File: config.mk
export PLATFORM = sky130hd
export DESIGN_NAME = apb_slave_if
export DESIGN_NICKNAME = d
export VERILOG_FILES = /design/src/rtl/apb_pkg.sv /design/src/rtl/apb_addr_check.sv /design/src/rtl/apb_slave_if.sv
export SDC_FILE = /design/constraint.sdc
export NUM_CORES = 1
export LEC_CHECK = 0
export BUFFER_PORTS_ARGS = -buffer_cell sky130_fd_sc_hd__buf_2
export CAP_MARGIN = 40
export CORE_MARGIN = 4
export CORE_UTILIZATION = 40
export DETAILED_ROUTE_END_ITERATION = 10
export GPL_TIMING_DRIVEN = 0
export HOLD_SLACK_MARGIN = 0.08
export PLACE_DENSITY = 0.73
export SLEW_MARGIN = 20
export SYNTH_ARGS = -nofsm -noshare
export SYNTH_HDL_FRONTEND = slang
export SYNTH_SLANG_ARGS = --single-unit
File: constraint.sdc
create_clock -name PCLK -period 2.42 [get_ports PCLK]
set_input_delay 0 -clock PCLK [delete_from_list [all_inputs] [get_ports PCLK]]
set_output_delay 0 -clock PCLK [all_outputs]
set_load 0.005 [all_outputs]
File: src/rtl/apb_pkg.sv
// ============================================================================
// Module      : apb_pkg
// Description : Shared types and sizing helpers for the APB4 register front end
// Revision    : 1.0 - initial release
// ============================================================================
`default_nettype none

package apb_pkg;

  typedef enum logic [1:0] {
    IDLE  = 2'd0,
    ISSUE = 2'd1,
    WAIT  = 2'd2,
    RESP  = 2'd3
  } state_t;

  // First byte address past the decoded word registers.
  function automatic int reg_addr_limit(input int num_regs);
    return num_regs * 4;
  endfunction

  // Counter width able to hold 0..timeout.
  function automatic int to_width(input int timeout);
    return $clog2(timeout + 1);
  endfunction

endpackage : apb_pkg

`default_nettype wire

File: src/rtl/apb_addr_check.sv
// ============================================================================
// Module      : apb_addr_check
// Description : Combinational word-alignment and range decoder for APB addresses
// Revision    : 1.0 - initial release
// ============================================================================
`default_nettype none

module apb_addr_check
  import apb_pkg::*;
#(
  parameter int ADDR_WIDTH = 32,
  parameter int NUM_REGS   = 16
) (
  input  logic [ADDR_WIDTH-1:0] i_addr,
  output logic                  o_addr_err
);

  localparam int REG_ADDR_LIMIT = reg_addr_limit(NUM_REGS);

  logic w_misaligned;
  logic w_out_of_range;

  assign w_misaligned = |i_addr[1:0];

  // A limit beyond the address space means every aligned address decodes.
  generate
    if ((ADDR_WIDTH < 31) && (REG_ADDR_LIMIT >= (1 << ADDR_WIDTH))) begin : g_range_full
      assign w_out_of_range = 1'b0;
    end else begin : g_range_cmp
      assign w_out_of_range = (i_addr >= ADDR_WIDTH'(REG_ADDR_LIMIT));
    end
  endgenerate

  assign o_addr_err = w_misaligned | w_out_of_range;

endmodule : apb_addr_check

`default_nettype wire

File: src/rtl/apb_slave_if.sv
// ============================================================================
// Module      : apb_slave_if
// Description : APB4 completer that issues one single-cycle register-file
//               request per transfer, with address checking and a wait timeout
// Revision    : 1.0 - initial release
// ============================================================================
`default_nettype none

module apb_slave_if
  import apb_pkg::*;
#(
  parameter int ADDR_WIDTH = 32,
  parameter int DATA_WIDTH = 32,
  parameter int STRB_WIDTH = DATA_WIDTH / 8,
  parameter int NUM_REGS   = 16,
  parameter int TIMEOUT    = 15
) (
  input  logic                  PCLK,
  input  logic                  PRESETn,
  input  logic                  PSEL,
  input  logic                  PENABLE,
  input  logic                  PWRITE,
  input  logic [ADDR_WIDTH-1:0] PADDR,
  input  logic [DATA_WIDTH-1:0] PWDATA,
  input  logic [STRB_WIDTH-1:0] PSTRB,
  output logic [DATA_WIDTH-1:0] PRDATA,
  output logic                  PREADY,
  output logic                  PSLVERR,
  output logic [ADDR_WIDTH-1:0] RegADDR,
  output logic [DATA_WIDTH-1:0] RegWDATA,
  output logic                  RegWRITE,
  output logic                  RegENABLE,
  output logic [STRB_WIDTH-1:0] RegSTRB,
  input  logic [DATA_WIDTH-1:0] RegRDATA,
  input  logic                  RegREADY,
  input  logic                  RegSLVERR
);

  localparam int TO_WIDTH = to_width(TIMEOUT);
  localparam logic [TO_WIDTH-1:0] TO_LAST = TO_WIDTH'(TIMEOUT - 1);

  state_t                r_state;
  state_t                w_state_nxt;
  logic [TO_WIDTH-1:0]   r_to_cnt;
  logic [TO_WIDTH-1:0]   w_to_cnt_nxt;

  logic                  w_setup;
  logic                  w_addr_err;
  logic                  w_wait_timeout;

  logic [DATA_WIDTH-1:0] r_prdata,    w_prdata_nxt;
  logic                  r_pready,    w_pready_nxt;
  logic                  r_pslverr,   w_pslverr_nxt;
  logic [ADDR_WIDTH-1:0] r_reg_addr,  w_reg_addr_nxt;
  logic [DATA_WIDTH-1:0] r_reg_wdata, w_reg_wdata_nxt;
  logic                  r_reg_write, w_reg_write_nxt;
  logic                  r_reg_enable, w_reg_enable_nxt;
  logic [STRB_WIDTH-1:0] r_reg_strb,  w_reg_strb_nxt;

  apb_addr_check #(
    .ADDR_WIDTH (ADDR_WIDTH),
    .NUM_REGS   (NUM_REGS)
  ) u_addr_check (
    .i_addr     (PADDR),
    .o_addr_err (w_addr_err)
  );

  assign w_setup        = PSEL & ~PENABLE;
  assign w_wait_timeout = (r_to_cnt == TO_LAST);

  // State register
  always_ff @(posedge PCLK) begin
    if (!PRESETn) begin
      r_state <= IDLE;
    end else begin
      r_state <= w_state_nxt;
    end
  end

  // Next-state logic
  always_comb begin
    w_state_nxt = r_state;
    case (r_state)
      IDLE: begin
        if (w_setup) begin
          w_state_nxt = w_addr_err ? RESP : ISSUE;
        end
      end
      ISSUE: begin
        w_state_nxt = PSEL ? WAIT : IDLE;
      end
      WAIT: begin
        if (!PSEL) begin
          w_state_nxt = IDLE;
        end else if (RegREADY || w_wait_timeout) begin
          w_state_nxt = RESP;
        end
      end
      RESP: begin
        w_state_nxt = IDLE;
      end
      default: begin
        w_state_nxt = IDLE;
      end
    endcase
  end

  // Output and counter next values; response fields default to zero so they
  // are only non-zero alongside PREADY.
  always_comb begin
    w_prdata_nxt     = '0;
    w_pready_nxt     = 1'b0;
    w_pslverr_nxt    = 1'b0;
    w_reg_enable_nxt = 1'b0;
    w_reg_addr_nxt   = r_reg_addr;
    w_reg_wdata_nxt  = r_reg_wdata;
    w_reg_write_nxt  = r_reg_write;
    w_reg_strb_nxt   = r_reg_strb;
    w_to_cnt_nxt     = r_to_cnt;
    case (r_state)
      IDLE: begin
        if (w_setup) begin
          w_reg_addr_nxt  = PADDR;
          w_reg_wdata_nxt = PWDATA;
          w_reg_write_nxt = PWRITE;
          w_reg_strb_nxt  = PWRITE ? PSTRB : '0;
          if (w_addr_err) begin
            w_pready_nxt  = 1'b1;
            w_pslverr_nxt = 1'b1;
          end else begin
            w_reg_enable_nxt = 1'b1;
          end
        end
      end
      ISSUE: begin
        w_to_cnt_nxt = '0;
      end
      WAIT: begin
        if (PSEL) begin
          if (RegREADY) begin
            w_pready_nxt  = 1'b1;
            w_pslverr_nxt = RegSLVERR;
            w_prdata_nxt  = r_reg_write ? '0 : RegRDATA;
          end else if (w_wait_timeout) begin
            w_pready_nxt  = 1'b1;
            w_pslverr_nxt = 1'b1;
          end else begin
            w_to_cnt_nxt = r_to_cnt + 1'b1;
          end
        end
      end
      default: begin
      end
    endcase
  end

  always_ff @(posedge PCLK) begin
    if (!PRESETn) begin
      r_prdata     <= '0;
      r_pready     <= 1'b0;
      r_pslverr    <= 1'b0;
      r_reg_addr   <= '0;
      r_reg_wdata  <= '0;
      r_reg_write  <= 1'b0;
      r_reg_enable <= 1'b0;
      r_reg_strb   <= '0;
      r_to_cnt     <= '0;
    end else begin
      r_prdata     <= w_prdata_nxt;
      r_pready     <= w_pready_nxt;
      r_pslverr    <= w_pslverr_nxt;
      r_reg_addr   <= w_reg_addr_nxt;
      r_reg_wdata  <= w_reg_wdata_nxt;
      r_reg_write  <= w_reg_write_nxt;
      r_reg_enable <= w_reg_enable_nxt;
      r_reg_strb   <= w_reg_strb_nxt;
      r_to_cnt     <= w_to_cnt_nxt;
    end
  end

  assign PRDATA    = r_prdata;
  assign PREADY    = r_pready;
  assign PSLVERR   = r_pslverr;
  assign RegADDR   = r_reg_addr;
  assign RegWDATA  = r_reg_wdata;
  assign RegWRITE  = r_reg_write;
  assign RegENABLE = r_reg_enable;
  assign RegSTRB   = r_reg_strb;

endmodule : apb_slave_if

`default_nettype wire

==> metrics.txt, run 1 <==
Area Overhead vs Synth 64.83%; crit path kind reg2reg; setup TNS 0 ns; Ant. Diodes 0; cell taking the most area after synthesis dfxtp_1; Static Leak 0.003007 uW; HPWL after DPL 8493 um; Core Rows 35; ys async rst share 0%; Final Hold Viols 0; M1 GR Usage 25.34%; Netlist Area Pre-Place 3889 um2; Die Span Y 106.6 um; Pwr Density 541.6 nW/um2; clk sinks 110; Seq/Total Area, Yosys 56.63%; Reg clk slew, reported paths 0.12 ns; grt total ovfl 0; post-synthesis cell count 423; clk_skew 0.01650 ns; CP Launch Type flip-flop; GRT Util Overall 22.41%; crit path time final 2.063 ns; top cell type's share of synthesized area 56.63%; CTS H-tree lvls 3; Via density 4.665; HP Class in2reg; synth warn 0; initial antenna violation count 0; final slew viol count 0; area of the die 11,360 um2; most numerous cell in the Yosys netlist nand2_1; crit share post-route 85.23%; non-filler cells, final 889; worst path arrival time 2.34 ns; Residual DRC 0; First DRT Iteration DRCs 137; routing usage on met2 41.77%; synth top area cells dfxtp_1 57%, nand2_1 13%, a21boi_0 11%, and2_1 5.3%, a21boi_1 1.9%; CP endpoint kind flip-flop; Post-Syn Area per Cell 9.193 um2; Die W 106.6 um; wire per inst 14.47 um; CTS tree built; vias in the first global route 4,176; Net Count, Synth 532; TritonRoute pass-1 iters 4; Starting Density 41.50%; grt met3 use 5.238%; clock root buffer clkbuf_8; Slew headroom 69.24%; DRT Wirelength 12,870 um; CP endpoint RegSTRB[1]; CP Data Required Time 2.70 ns; Detail Route Antenna Nets 0; R2R cell count 5; layout cells sized above 1 32.50%; dpl cells 762; max cap viols 0; actual slew at the worst max-slew pin 0.4614 ns; synth unique cells 32; IO Port Bufs 210; Post-CTS Resized 0; Max Root-Sink Buffers 2; Primary FF master, synth dfxtp_1; largest net degree at the start of global routing 21; total number of vias 4,147; unrepaired setup endpoints after global routing no; synthesis-stage register bit count 110; CTS Buf Count 9; Layout Nets 864; I/O pin cnt 211; status finished clean; core area 9371 um2; endpoints failing setup 0; Max Clock Freq 0.4848 GHz; first-pass GRT wire length 20,400 um; worst skew pair latency 0.36 ns; peak supply drop 0.2748 mV; RR Startpoint r_state[0]; reg-to-reg critical path endpoint RegSTRB[1]; GRT busiest layer met2; CP Max Fanout 10; GP Congestion 0.8267; synth cell count leaders 139 x nand2_1, 110 x dfxtp_1, 59 x a21boi_0, 33 x and2_1, 13 x buf_2; Critical Path Source r_state[0]; Post-synth EDFFs 0; flop2flop setup slack 0.36 ns
state kept, by name (all words and copies together), names as in the netlist:
register / count
PREADY: 1
PRDATA: 32
PSLVERR: 1
r_state: 2
RegADDR: 32
RegWDATA: 32
RegWRITE: 1
r_to_cnt: 4
RegENABLE: 1
RegSTRB: 4
where the power goes:
group	switching, uW	internal, uW	total, uW	leakage [uW]
clock network	652	431	1080	0.000102
logic	204	283	487	0.00201
registers	31.9	1870	1900	0.000893
total	887	2580	3470	0.00301
cell families (layout without fill, tap and decap cells):
group           after synthesis  in the layout  synth area share (%)
compound gates               77             77                 14.54
xor+xnor                      2              2                0.4505
fa+ha+maj                     2              2                0.6434
buf+inv                      28            365                 3.636
flops                       110            110                 56.63
mux                           1              1                0.2574
simple gates                203            203                 23.84
layer usage:
| layer | up-vias | share of wire, % |
|---|---|---|
| li1 | 2043 | - |
| met1 | 1922 | 38 |
| met2 | 152 | 53 |
| met3 | 30 | 6.5 |
| met4 | 0 | 2.0 |
| met5 | - | 0 |
how the worst min path moves through the flow:
| stage | startpoint | to | slack, ns | depth (start not counted) |
|---|---|---|---|---|
| floorplan | RegRDATA[0] | PRDATA[0] | 0.12 | 1 |
| global placement | RegRDATA[15] | PRDATA[15] | 0.20 | 2 |
| detailed placement | RegRDATA[27] | PRDATA[27] | 0.20 | 2 |
| CTS | PRESETn | RegWDATA[14] | 0.16 | 3 |
| global route | PENABLE | RegWDATA[14] | 0.19 | 5 |
| finish | PENABLE | RegWDATA[14] | 0.18 | 5 |
final cells by class:
cell class	instances	area, um2
plain buffers	27	137.6
inverters	1	3.754
fillers	750	2962
clock inverters	6	62.56
flip-flops and latches	110	2202
well taps	129	161.4
multi-input cells	285	1545
repair buffers	321	2160
clock buffers	10	137.6
metrics by stage:
| step | utilization [%] | hold WS (ns) | setup slack, ns | cell area [um2] | power, uW |
|---|---|---|---|---|---|
| floorplan | - | 0.1217 | 0.9559 | 3889 | 2086 |
| global placement | 54.43 | 0.1998 | 0.7371 | 5101 | 2273 |
| detailed placement | 54.43 | 0.2028 | 0.6986 | 5101 | 2284 |
| CTS | 68.32 | 0.1631 | 0.1848 | 6402 | 3492 |
| global route | 68.40 | 0.1889 | 0.1811 | 6410 | 3643 |
| finish | 68.40 | 0.1838 | 0.3575 | 6410 | 3471 |
critical path, stage by stage (launching register included):
cell,delay [ns]
dfxtp_1,0.39
nor4b_4,0.40
buf_2,0.31
nand3_1,0.10
dlygate4sd3_1,0.59
a21boi_1,0.20
timing repair:
item | in CTS | in global routing
endpoints found under the setup margin | 0 | 1
buffers inserted | 0 | 1
hold buffers | 110 | 0
endpoints found under the hold margin | 108 | 0
placed cells by master, fill, tap and decap left out, types with 4 or more instances in the layout:
cell type / instances
nand3_1: 8
clkbuf_8: 10
clkbuf_1: 8
nor4_1: 7
clkbuf_2: 4
buf_2: 223
a21boi_0: 59
nand2_1: 139
dfxtp_1: 110
a21boi_1: 10
and2_1: 33
dlygate4sd3_1: 110
nor2_1: 5
No activity file was read; power rests on OpenSTA's default activity.
==> run 2: changes to the inputs <==
--- a/config.mk
+++ b/config.mk
@@ -5,7 +5,7 @@
 export SDC_FILE = /design/constraint.sdc
 export NUM_CORES = 1
 export LEC_CHECK = 0
-export BUFFER_PORTS_ARGS = -buffer_cell sky130_fd_sc_hd__buf_2
+export BUFFER_PORTS_ARGS = -buffer_cell sky130_fd_sc_hd__clkbuf_2
 export CAP_MARGIN = 40
 export CORE_MARGIN = 4
 export CORE_UTILIZATION = 40
==> run 2 against run 1 <==
Clock power about the same. Sequential cell count unchanged. Global-route usage down 0.23 points. Largest power group unchanged. Sequential share of layout area about the same. Die area unchanged. Register-to-register slack worse by 0.09 ns.
==> metrics.txt, run 2 (synthesis results as in run 1) <==
Slew headroom 64.26% (-5.0 points); filler instances 735 (-2.0%); worst path arrival time 2.44 ns (+0.10 ns); peak supply drop 0.3245 mV (+18%); clock root buffer clkbuf_8; crit share post-route 89.06% (+3.8 points); Die W 106.6 um (unchanged); clk sinks 110 (unchanged); flop2flop setup slack 0.26 ns (-0.09 ns); Residual DRC 0 (unchanged); clk_skew 0.01427 ns (-0.002233 ns); vias in the first global route 4,273 (+2.3%); commonest non-fill, non-tap cell in the layout clkbuf_2; DP Worst Slack 0.7093 ns (+0.01072 ns); Core Rows 35 (unchanged); IO Port Bufs 210 (unchanged); placed instance area 5101 um2 (unchanged); Worst path top cell family by delay buffers and inverters; area of the die 11,360 um2 (unchanged); Die Span Y 106.6 um (unchanged); CTS H-tree lvls 3 (unchanged); hold endpoint r_to_cnt[0]; CP endpoint kind flip-flop; actual slew at the worst max-slew pin 0.5338 ns (+0.07245 ns); fin area 6404 um2 (about the same); Final Hold Viols 0 (unchanged); most frequent cells in the layout 214 x clkbuf_2, 139 x nand2_1, 110 x dfxtp_1, 110 x dlygate4sd3_1, 59 x a21boi_0; Fin Hold WS 0.1862 ns (+0.002369 ns); Final WS setup 0.2647 ns (-0.09278 ns); core area 9371 um2 (unchanged); Worst Min Path Start PRESETn; TritonRoute pass-1 iters 4 (unchanged); first-pass GRT wire length 20,310 um (-0.41%); # hold bufs at CTS 110 (unchanged); Setup Buffers After CTS 0 (unchanged); final core utilization 68.33% (about the same); reg-to-reg critical path endpoint RegSTRB[0]; Max Root-Sink Buffers 2 (unchanged); grt total ovfl 0 (unchanged); GP Congestion 0.8222 (-0.54%); hold path cells 3 (-2); Layout Nets 863 (-0.12%); First DRT Iteration DRCs 151 (+10%); Static Leak 0.002935 uW (-2.4%); final slew viol count 0 (unchanged); DRT Wirelength 12,630 um (-1.8%); CTS Buf Count 9 (unchanged); I/O pin cnt 211 (unchanged); largest net degree at the start of global routing 21 (unchanged); setup TNS 0 ns (unchanged); crit path time final 2.155 ns (+0.09278 ns); layout cells sized above 1 32.41% (-0.089 points); R2R cell count 5 (unchanged); Worst path slowest cell nor4b_4; RR Startpoint r_state[1]; HP Class in2reg; Critical Path Source r_state[1]; worst skew pair latency 0.36 ns (about the same); total number of vias 4,082 (-1.6%); crit-path cells nor4b_4 -> buf_2 -> nand3_1 -> dlygate4sd3_1 -> a21boi_1; Max Clock Freq 0.4640 GHz (-4.3%); Post-CTS Resized 0 (unchanged); endpoints failing setup 0 (unchanged); status finished clean; wire per inst 14.21 um (-1.8%); GRT Util Overall 22.18% (-0.23 points); crit path kind reg2reg; Crit path buffers/inverters 2 (unchanged); HPWL after DPL 8441 um (-0.62%); Pwr Density 540.9 nW/um2 (-0.13%); CTS tree built; unrepaired setup endpoints after global routing no; Detail Route Antenna Nets 0 (unchanged); Via density 4.592 (-1.6%); Area Overhead vs Synth 64.67% (about the same); CP Data Required Time 2.71 ns (about the same); largest stage delay on the critical path 0.56 ns (-0.03 ns); max cap viols 0 (unchanged); CP Launch Type flip-flop; Reg clk slew, reported paths 0.11 ns (about the same); Starting Density 41.50% (unchanged); Stages on worst setup path 5 (unchanged); CP Max Fanout 10 (unchanged); initial antenna violation count 0 (unchanged)
## run 2: report_power, final
part / internal [uW] / leakage [uW] / switching [uW]
clock: 429 / 0.0000982 / 646
combinational: 281 / 0.00194 / 205
sequential: 1870 / 0.000893 / 33.4
total: 2580 / 0.00293 / 884
## run 2: worst max-delay path by stage
stage                       end
floorplan           RegWDATA[0]
finish               RegSTRB[0]
CTS                  RegSTRB[0]
global route         RegSTRB[2]
detailed placement       PREADY
global placement        PSLVERR
## run 2: layer usage
layer,vias up,track usage [%],share of wire (%)
met1,1860,24.42,38
met3,26,5.057,6.8
li1,2035,-,-
met5,-,0,0
met4,0,8.128,2.4
met2,161,41.32,52
## run 2: tightest hold or removal path, cell delays in order
cell      delay [ns]
clkbuf_2        0.13
clkbuf_1        0.22
o21a_1          0.15
## run 2: stage by stage
| stage | power (uW) | instances |
|---|---|---|
| 2_1_floorplan | 2086 | 423 |
| 4_1_cts | 3491 | 888 |
| 3_3_place_gp | 2275 | 762 |
| 5_1_grt | 3629 | 888 |
| 3_5_place_dp | 2285 | 762 |
| 6_report | 3464 | 889 |
## run 2: layout make-up
class,instances,area [um2],area share (%)
Antenna cell,1,2.502,0.03908
Buffer,27,137.6,2.149
Clock buffer,10,137.6,2.149
Clock inverter,6,61.31,0.9574
Inverter,1,3.754,0.05862
Multi-Input combinational cell,285,1545,24.13
Sequential cell,110,2202,34.39
Tap cell,129,161.4,2.521
Timing Repair Buffer,320,2152,33.61
==> run 3: changes to the inputs <==
--- a/config.mk
+++ b/config.mk
@@ -8,12 +8,13 @@
 export BUFFER_PORTS_ARGS = -buffer_cell sky130_fd_sc_hd__clkbuf_2
 export CAP_MARGIN = 40
 export CORE_MARGIN = 4
-export CORE_UTILIZATION = 40
+export CORE_UTILIZATION = 25
 export DETAILED_ROUTE_END_ITERATION = 10
 export GPL_TIMING_DRIVEN = 0
 export HOLD_SLACK_MARGIN = 0.08
-export PLACE_DENSITY = 0.73
+export PLACE_DENSITY = 0.5
 export SLEW_MARGIN = 20
 export SYNTH_ARGS = -nofsm -noshare
 export SYNTH_HDL_FRONTEND = slang
+export SYNTH_HIERARCHICAL = 1
 export SYNTH_SLANG_ARGS = --single-unit
==> run 3 against run 2 <==
Maximum frequency decreased by 3.1%. Critical path depth up 4. Synthesized cell count grew 2.4%. Clock power up 43%. Sequential cell count unchanged. First-iteration DRC count increased by 35%. Sequential share of layout area decreased by 0.50 points. Combinational power grew 2%.
==> metrics.txt, run 3 <==
status finished clean; synth warn 6 (+6); dpl cells 827 (+8.5%); layout cells sized above 1 31.22% (-1.2 points); endpoints failing setup 0 (unchanged); Sequential Power Share 48.4% (-6.6 points); Logic pwr share 12.6% (-1.4 points); CP Max Fanout 4 (-6); synth unique cells 33 (+3.1%); grt total ovfl 0 (unchanged); most numerous cell in the Yosys netlist nand2_1; Worst path slowest cell dlygate4sd3_1; Net Count, Synth 542 (+1.9%); DP Worst Slack 0.5259 ns (-0.1834 ns); Die W 131.0 um (+23%); Die Span Y 131.0 um (+23%); crit path time final 2.224 ns (+0.06861 ns); Detail Route Antenna Nets 0 (unchanged); vias in the first global route 4,251 (-0.51%); CP endpoint kind flip-flop; crit share post-route 91.90% (+2.8 points); clk_skew 0.008948 ns (-0.005319 ns); first-pass GRT wire length 20,530 um (+1.1%); GRT Util Overall 15.41% (-6.8 points); worst path arrival time 2.47 ns (+0.03 ns); Static Leak 0.002907 uW (-0.95%); cell taking the most area after synthesis dfxtp_1; CTS tree built; ys async rst share 0% (unchanged); peak supply drop 0.3287 mV (+1.3%); Post-CTS Resized 0 (unchanged); final slew viol count 0 (unchanged); Via density 4.325 (-5.8%); DRT Wirelength 13,260 um (+5.0%); CP Data Required Time 2.67 ns (-0.04 ns); filler instances 1,412 (+92%); Netlist Area Pre-Place 3781 um2 (-2.8%); non-filler cells, final 956 (+7.5%); unrepaired setup endpoints after global routing no; total number of vias 4,135 (+1.3%); I/O pin cnt 211 (unchanged); CTS H-tree lvls 3 (unchanged); area of the die 17,160 um2 (+51%); TritonRoute pass-1 iters 4 (unchanged); Pwr Density 604.7 nW/um2 (+12%); core area 14,700 um2 (+57%); Int Power 2961 uW (+15%); Core Rows 44 (+26%); clk sinks 110 (unchanged); top cell type's share of synthesized area 58.24% (+1.6 points); initial antenna violation count 0 (unchanged); NetSw 968.0 uW (+9.5%); Post-Syn Area per Cell 8.732 um2 (-5.0%); Net Sw Frac 24.64% (-0.88 points); Starting Density 25.72% (-16 points); Primary FF master, synth dfxtp_1; final core utilization 44.20% (-24 points); clock root buffer clkbuf_16; largest net degree at the start of global routing 20 (-4.8%); actual slew at the worst max-slew pin 0.6067 ns (+0.07284 ns); Most Frequent Cell on Critical Path dlygate4sd3_1; IO Port Bufs 210 (unchanged); GP Congestion 0.7609 (-7.5%); post-synthesis cell count 433 (+2.4%); synthesis-stage register bit count 110 (unchanged); Max Clock Freq 0.4497 GHz (-3.1%); most frequent cells in the layout 210 x clkbuf_2, 137 x nand2_1, 112 x dlygate4sd3_1, 110 x dfxtp_1, 73 x a21oi_1; Max Root-Sink Buffers 2 (unchanged); synth cell count leaders 137 x nand2_1, 110 x dfxtp_1, 73 x a21oi_1, 32 x and2_1, 20 x clkbuf_1; CTS Buf Count 9 (unchanged); Final WS setup 0.1961 ns (-0.06861 ns); R2R cell count 7 (+2); wire per inst 13.87 um (-2.4%); HP Class in2reg; Seq/Total Area, Yosys 58.24% (+1.6 points); HPWL after DPL 9398 um (+11%); Final Hold Viols 0 (unchanged); Area Overhead vs Synth 71.84%; setup TNS 0 ns (unchanged); Reg clk slew, reported paths 0.08 ns (-0.03 ns); Ant. Diodes 0 (-1); synth top area cells dfxtp_1 58%, nand2_1 14%, a21oi_1 9.7%, and2_1 5.3%, clkbuf_1 2.0%; Residual DRC 0 (unchanged); largest stage delay on the critical path 0.57 ns (about the same); Post-synth EDFFs 0 (unchanged); placed instance area 5062 um2 (-0.76%); crit path kind in2reg; max cap viols 0 (unchanged); CP Launch Type input pin; fin area 6497 um2 (+1.5%); crit-path cells dlygate4sd3_1 -> clkbuf_2 -> nor4_1 -> and4_1 -> nand4_1 -> nor2b_1 -> nor3_1 -> a211oi_1 -> dlygate4sd3_1; commonest non-fill, non-tap cell in the layout clkbuf_2; Clock Power Share 39.0% (+8.0 points); hold path cells 4 (+1); worst skew pair latency 0.35 ns (about the same); Layout Nets 876 (+1.5%); First DRT Iteration DRCs 204 (+35%); Slew headroom 59.24% (-5.0 points)
## run 3: area by class of cell
type | count | area, um2 | area share (%)
multi-input combinational | 289 | 1426 | 21.95
clock inverter | 7 | 81.33 | 1.252
tap | 184 | 230.2 | 3.543
clock buffer | 9 | 225.2 | 3.466
timing repair buffer | 323 | 2180 | 33.55
sequential | 110 | 2202 | 33.89
buffer | 30 | 137.6 | 2.118
inverter | 4 | 15.01 | 0.2311
## run 3: timing repair
| item | in CTS | in global routing |
|---|---|---|
| setup buffers | 0 | 1 |
| setup endpoints to repair | 0 | 4 |
| endpoints found under the hold margin | 104 | 0 |
| hold buffers | 112 | 0 |
## run 3: worst max-delay path, delay by kind of cell
kind | cells | cell delay [ns]
AO/OA/AOI/OAI | 1 | 0.07
AND/OR/NAND/NOR | 5 | 1.18
buffers and inverters | 3 | 1.24
## run 3: final timing paths
kind | endpoint | from | slack (ns)
setup / recovery | r_state[1] | PADDR[19] | 0.20
hold / removal | PSLVERR | PENABLE | 0.16
setup reg to reg | r_state[0] | r_to_cnt[0] | 0.26
hold reg to reg | RegWDATA[0] | RegWDATA[0] | 0.45
## run 3: kinds of logic (layout without fill, tap and decap cells)
logic type                 after synthesis  after routing  share of synthesized area (%)
DFF                                    110            110                          58.24
AOI/OAI and AO/OA                       85             85                          12.08
and+or+nand+nor                        202            202                          24.98
adders and majority gates                2              2                         0.6617
buffers and inverters                   34            373                          4.037
## run 3: per-stage QoR
| stage | power, uW | hold WS (ns) |
|---|---|---|
| floorplan | 2088 | 0.1217 |
| global placement | 2291 | 0.1998 |
| detailed placement | 2299 | 0.2036 |
| CTS | 3998 | 0.1656 |
| global route | 4119 | 0.1947 |
| finish | 3929 | 0.1550 |
## run 3: power groups by stage
stage	logic, uW	registers (uW)	clock network, uW
floorplan	144	1940	0
global placement	351	1940	0
detailed placement	356	1940	0
CTS	497	1900	1600
global route	552	1910	1660
finish	497	1900	1530
## run 3: routing by layer
layer / up-vias / track usage, % / wire length (um)
li1: 2093 / - / -
met1: 1852 / 18.00 / 5550
met2: 163 / 25.96 / 6377
met3: 27 / 4.512 / 972
met4: 0 / 7.199 / 362
met5: - / 0 / 0
